[config.mk]
export PLATFORM = sky130hd
export DESIGN_NAME = wb_scoreboard_arbiter
export DESIGN_NICKNAME = d
export VERILOG_FILES = /design/src/rtl/wb_scoreboard_arbiter.sv
export SDC_FILE = /design/constraint.sdc
export NUM_CORES = 1
export LEC_CHECK = 0
export ABC_AREA = 1
export BUFFER_PORTS_ARGS = -buffer_cell sky130_fd_sc_hd__buf_2
export CELL_PAD_IN_SITES_DETAIL_PLACEMENT = 1
export CELL_PAD_IN_SITES_GLOBAL_PLACEMENT = 1
export CORE_ASPECT_RATIO = 0.6
export CORE_MARGIN = 4
export CORE_UTILIZATION = 39
export DETAILED_ROUTE_END_ITERATION = 6
export GPL_TIMING_DRIVEN = 0
export PLACE_DENSITY = 0.95
export SLEW_MARGIN = 10
export SYNTH_ARGS = -nofsm -noshare
export SYNTH_HDL_FRONTEND = slang
export SYNTH_SLANG_ARGS = --single-unit
[constraint.sdc]
create_clock -name clock -period 14.2 [get_ports clock]
set_input_delay 0.71 -clock clock [delete_from_list [all_inputs] [get_ports clock]]
set_output_delay 0.71 -clock clock [all_outputs]
set_load 0.01 [all_outputs]
[src/rtl/wb_scoreboard_arbiter.sv]
`default_nettype none
// ============================================================================
//  Module   : wb_scoreboard_arbiter
//  Purpose  : Register-file scoreboard with RAW/WAW issue stall, plus a
//             round-robin arbiter for the single register-file write port.
//  Revision : 1.0  initial release
// ============================================================================
module wb_scoreboard_arbiter #(
    parameter int NREGS   = 32,
    parameter int IDXW    = 9,
    parameter int MAX_OUT = 8
) (
    input  logic            clock,
    input  logic            reset,
    input  logic            issue_valid,
    input  logic [31:0]     issue_instr,
    output logic            issue_ready,
    input  logic            alu_wb_valid,
    input  logic [IDXW-1:0] alu_wb_rd,
    input  logic [31:0]     alu_wb_data,
    output logic            alu_wb_ready,
    input  logic            mem_wb_valid,
    input  logic [IDXW-1:0] mem_wb_rd,
    input  logic [31:0]     mem_wb_data,
    output logic            mem_wb_ready,
    output logic            rf_wr_en,
    output logic [IDXW-1:0] rf_wr_addr,
    output logic [31:0]     rf_wr_data,
    output logic [5:0]      pend_count,
    output logic            wb_err
);

    localparam int   RIW     = $clog2(NREGS);
    localparam logic SRC_ALU = 1'b0;
    localparam logic SRC_MEM = 1'b1;

    logic [NREGS-1:0] pending_q,    pending_d;
    logic [5:0]       pend_count_q, pend_count_d;
    logic             rf_wr_en_q,   rf_wr_en_d;
    logic [IDXW-1:0]  rf_wr_addr_q, rf_wr_addr_d;
    logic [31:0]      rf_wr_data_q, rf_wr_data_d;
    logic             wb_err_q,     wb_err_d;
    logic             rr_last_q,    rr_last_d;

    logic [4:0]       opcode;
    logic [RIW-1:0]   rd_idx, rs_idx, rt_idx, grant_idx;
    logic             reads_rs, reads_rt, reads_rd, writes_rd;
    logic             grant_alu, grant_mem, issue_fire;
    logic [NREGS-1:0] set_mask, clr_mask;
    logic             unused_instr_bits;

    assign opcode = issue_instr[31:27];
    assign rd_idx = issue_instr[18 +: RIW];
    assign rs_idx = issue_instr[9  +: RIW];
    assign rt_idx = issue_instr[0  +: RIW];
    assign unused_instr_bits = ^{issue_instr[26:18+RIW], issue_instr[17:9+RIW],
                                 issue_instr[8:RIW]};

    always_comb begin
        reads_rs  = 1'b0;
        reads_rt  = 1'b0;
        reads_rd  = 1'b0;
        writes_rd = 1'b0;
        case (opcode)
            5'd2, 5'd3, 5'd4, 5'd5: begin
                reads_rs  = 1'b1;
                reads_rt  = 1'b1;
                writes_rd = 1'b1;
            end
            5'd8: reads_rs = 1'b1;
            5'd9: begin
                reads_rd  = 1'b1;
                reads_rt  = 1'b1;
                writes_rd = 1'b1;
            end
            5'd1, 5'd6: writes_rd = 1'b1;
            default: ;
        endcase
    end

    // Depends only on registered state and the instruction, never on writeback valids.
    assign issue_ready = !((reads_rs  && pending_q[rs_idx]) ||
                           (reads_rt  && pending_q[rt_idx]) ||
                           (reads_rd  && pending_q[rd_idx]) ||
                           (writes_rd && pending_q[rd_idx]) ||
                           (writes_rd && (pend_count_q == 6'(MAX_OUT))));
    assign issue_fire  = issue_valid && issue_ready;

    // Grants are suppressed during reset so a source keeps holding its write.
    assign grant_alu = !reset && alu_wb_valid && (!mem_wb_valid || rr_last_q == SRC_MEM);
    assign grant_mem = !reset && mem_wb_valid && (!alu_wb_valid || rr_last_q == SRC_ALU);
    assign grant_idx = grant_alu ? alu_wb_rd[RIW-1:0] : mem_wb_rd[RIW-1:0];

    always_comb begin
        set_mask = '0;
        clr_mask = '0;
        if (issue_fire && writes_rd)
            set_mask[rd_idx] = 1'b1;
        if (rf_wr_en_q)
            clr_mask[rf_wr_addr_q[RIW-1:0]] = 1'b1;

        pending_d    = (pending_q & ~clr_mask) | set_mask;
        pend_count_d = '0;
        for (int i = 0; i < NREGS; i++)
            pend_count_d = pend_count_d + {5'd0, pending_d[i]};

        rf_wr_en_d   = grant_alu || grant_mem;
        rf_wr_addr_d = rf_wr_addr_q;
        rf_wr_data_d = rf_wr_data_q;
        if (grant_alu) begin
            rf_wr_addr_d = alu_wb_rd;
            rf_wr_data_d = alu_wb_data;
        end else if (grant_mem) begin
            rf_wr_addr_d = mem_wb_rd;
            rf_wr_data_d = mem_wb_data;
        end

        // A register whose clear is landing this cycle already counts as not pending.
        wb_err_d = wb_err_q ||
                   (rf_wr_en_d && !(pending_q[grant_idx] && !clr_mask[grant_idx]));

        rr_last_d = rr_last_q;
        if (alu_wb_valid && mem_wb_valid && !reset)
            rr_last_d = grant_alu ? SRC_ALU : SRC_MEM;
    end

    always_ff @(posedge clock) begin
        if (reset) begin
            pending_q    <= '0;
            pend_count_q <= '0;
            rf_wr_en_q   <= 1'b0;
            rf_wr_addr_q <= '0;
            rf_wr_data_q <= '0;
            wb_err_q     <= 1'b0;
            rr_last_q    <= SRC_MEM;
        end else begin
            pending_q    <= pending_d;
            pend_count_q <= pend_count_d;
            rf_wr_en_q   <= rf_wr_en_d;
            rf_wr_addr_q <= rf_wr_addr_d;
            rf_wr_data_q <= rf_wr_data_d;
            wb_err_q     <= wb_err_d;
            rr_last_q    <= rr_last_d;
        end
    end

    assign alu_wb_ready = grant_alu;
    assign mem_wb_ready = grant_mem;
    assign rf_wr_en     = rf_wr_en_q;
    assign rf_wr_addr   = rf_wr_addr_q;
    assign rf_wr_data   = rf_wr_data_q;
    assign pend_count   = pend_count_q;
    assign wb_err       = wb_err_q;

endmodule
`default_nettype wire

==> impl_summary.md <==
Synthesis
Synthesis produced a netlist with a net count of ~1.1k. The part of the Yosys area used for sequential elements is 0.268. The Yosys step of the flow raised 0 warnings. The cell type contributing the most total cell area after synthesis is dfxtp_1. The most frequent cell after synthesis is nand2_1. The most used flip-flop cell after synthesis is dfxtp_1. The netlist area before placement is roughly 6100 um^2. Dividing the synthesized area by the synthesized cell count gives a little over 6 um^2. The commonest cells after synthesis are nand2_1, inv_1, nand3_1, dfxtp_1, nor2_1. After synthesis, the share of flip-flops with an asynchronous set or reset is 0. The cell count after synthesis came out at 994. The synthesized flop and latch total is 82. The fraction of synthesized cell area taken by the top area cell type is 0.268. After synthesis, the netlist uses 30 different library cells. After synthesis, the cell types taking the most area are dfxtp_1, nand2_1, nand3_1, inv_1, fa_1. Yosys mapped a number of flops with a built-in enable equal to 0.

Worst setup path
The worst setup path is of the in2reg kind. The worst-path cell with the longest stage delay is fa_1. The worst setup path is captured at a flip-flop. Together, buffers and inverters on the worst path number 6. The data required time at the worst endpoint is roughly 14 ns. The largest stage delay on the critical path is 0.56 ns. Among the stages of the critical path, the cell type that occurs most often is fa_1. The top fanout value on the critical path is 10. STA classifies the critical path startpoint as an input pin. The arrival time of the worst setup path is just over 7 ns. Among cell families on the critical path, the largest total delay comes from adder cells.

Timing
The sum of negative setup slack is 0 ns. The number of setup violations in the final report is 0. The final number of hold-violating endpoints came to 0. The clock skew after layout is between 0.01 and 0.015 ns. The slew at the pin closest to its max-slew limit is between 1 and 1.5 ns.

The headroom to the max-slew limit is 0.279. The highest attainable clock frequency is between 100 and 150 MHz. Setup repair after global routing left no endpoint under its margin. In the post-route analysis, the smallest setup slack over all paths is roughly 7.3 ns. The final max-slew violation count is 0.

The part of the cycle the worst path needs is 0.484. The worst path needs roughly 6.9 ns of the cycle, external delays included.

CTS
TritonCTS built the clock tree. The root buffer cell chosen for the clock tree is clkbuf_16. The count of instances resized after the clock tree is built is 0. Clock-pin slew was measured on the worst setup and hold paths at 0.06 ns. The worst-skew pair later-pin latency is between 0.3 and 0.4 ns.

In this run the deepest clock path goes through 2 buffers. Counting every sink on the clock net gives 82. The total CTS buffers is 9. The H-tree was split into 3 levels.

The number of buffers added for setup after CTS is 0. The cts-stage hold buffer count is 0.

Global routing
The number of antenna violations at the first check in global routing was 0. Entering global routing, the biggest net connects 14 pins. The number of global-route vias before repair is approximately 7.7k. For this run the aggregate overflow at the end of global routing stands at 0. The total routing resource utilization after global routing is 0.309.

The first global-routing pass estimated roughly 43 mm of wire.

Placement
Summed over all nets, the half-perimeter wirelength after detailed placement is 22.3 mm. Summing all placed instances gives a cell area of around 7200 um^2. The count of buffers added on input and output ports is around 150.

The final weighted congestion of routability-driven global placement is between 1 and 1.5. The post-placement cell count is between 1k and 1.5k. At the placement stage, the worst setup path has a slack of between 7 and 8 ns.

Cells and area
Excluding fillers, the count of instances in the completed layout stands at 1365. After routing the design area is between 7000 and 8000 um^2. The net count of the finished layout is between 1k and 1.5k. Compared with the post-synthesis result, the final layout area differs by 21.1%.

The number of inserted diodes is 0. The layout has approximately 2.2k filler cells. Once layout is complete, the utilization of the core stands at 0.483. Of the cells placed in the final design, the portion with a size suffix greater than 1 is 0.174.

Pwr
The part of the power in the clock network is 0.361. The sequential share of power is 0.411. The net switching power is 0.200 mW. The leakage power of the design is 3.56 nW. The share of total power dissipated in combinational logic is 0.228. The worst-case vdd ir drop is approximately 0.059 mV.

The internal portion of the total power is 0.411 mW. For this design the ratio of total power to cell area is approximately 80 nW/um^2. Of the total power, the share spent switching nets is 0.328.

Run
The number of maximum-capacitance violations is 0.

Drt
The total via count after detailed routing is 7665. In this run the remaining antenna-violating nets after routing total 0. The detailed router's first-iteration violation count is 679.

The detailed route wirelength on metal3 is approximately 3.4 mm. The routed design uses 11.5 mm of met2 wire. In the routed design, unresolved DRC markers number 0. For this run, the detailed router's first-pass iteration total came to 5. The average via count per standard cell is 5.62. In the final routing, the length of wire on met1 measures 12.3 mm. In the final routed layout, each cell accounts on average for ~20 um. The wire length after detailed routing is around 28 mm. The highest metal layer used by the detailed router is met4.

Hold path
The path class of the tightest hold or removal check is reg2reg.

Die
The area of the die is around 18000 um^2. The initialized floorplan defines 35 standard-cell rows. In this run the horizontal extent of the chip is 170 um. The total area inside the core boundary comes to around 15000 um^2. The effective utilization at floorplan is 0.399. The count of boundary I/O pins is approximately 170.

The vertical die dimension is roughly 110 um.

Outcome
The run finished with clean final reports.
==> power groups by stage <==
stage / clock network (mW) / logic, mW / registers (mW)
after floorplan: 0 / 0.0716 / 0.260
after global placement: 0 / 0.131 / 0.255
after detailed placement: 0 / 0.136 / 0.256
after CTS: 0.221 / 0.137 / 0.251
after global routing: 0.229 / 0.153 / 0.253
final: 0.220 / 0.139 / 0.251
==> area by class of cell <==
type / count / area [um^2] / share of cell area
Timing Repair Buffer: 154 / 771 / 0.104
Tap cell: 203 / 254 / 0.0342
Clock inverter: 4 / 28.8 / 0.00388
Clock buffer: 10 / 239 / 0.0322
Multi-Input combinational cell: 723 / 3730 / 0.503
Inverter: 141 / 529 / 0.0713
Buffer: 48 / 221 / 0.0298
Sequential cell: 82 / 1640 / 0.221
==> cell usage in the layout (no fill, tap or decap), types with 2 or more instances in the layout <==
master      count
clkinvlp_4      2
or2_2           3
nand3_1       119
o21a_1         11
clkbuf_16       9
inv_1         135
nand2_1       282
ha_1            7
inv_2           6
nor2_2          2
fa_1           24
buf_6           2
buf_4           3
nor3_1          6
o21ai_1         3
nand2_2         2
clkbuf_1       25
buf_2         166
nor2_1         78
a21oi_1        59
o21ai_0        56
o21ai_2         2
buf_1           6
a31oi_1        59
nand4_1         3
nand3b_1        2
dfxtp_1        82
==> metal layers <==
layer / vias to the layer above / track usage
li1: 3543 / -
met1: 3707 / 0.438
met2: 369 / 0.441
met3: 46 / 0.119
met4: 0 / 0.0718
met5: - / 0
==> cell families after synthesis <==
kind of cell / after synthesis / synth area share
fa+ha+maj: 31 / 0.0927
simple gates: 499 / 0.340
compound gates: 193 / 0.177
flops: 82 / 0.268
buf+inv: 189 / 0.123
==> per-stage QoR <==
step	hold slack (ns)	power, mW
after floorplan	0.466	0.332
after global placement	0.487	0.386
after detailed placement	0.497	0.392
after CTS	0.516	0.609
after global routing	0.553	0.635
final	0.513	0.611
==> sequential cells by signal (all words and copies together), names as in the netlist <==
register	count
pending_q	32
rf_wr_addr	9
wb_err	1
pend_count	6
rf_wr_data	32
rr_last_q	1
rf_wr_en	1
==> path summary, 6_finish.rpt <==
check	startpoint	endpoint	slack [ns]	depth (start not counted)
max	issue_instr[18]	pend_count[4]	7.33	29
min	rr_last_q	rr_last_q	0.51	1
max reg2reg	pending_q[20]	pend_count[4]	7.66	26
min reg2reg	rr_last_q	rr_last_q	0.51	1
(Power assumes the default switching activity.)
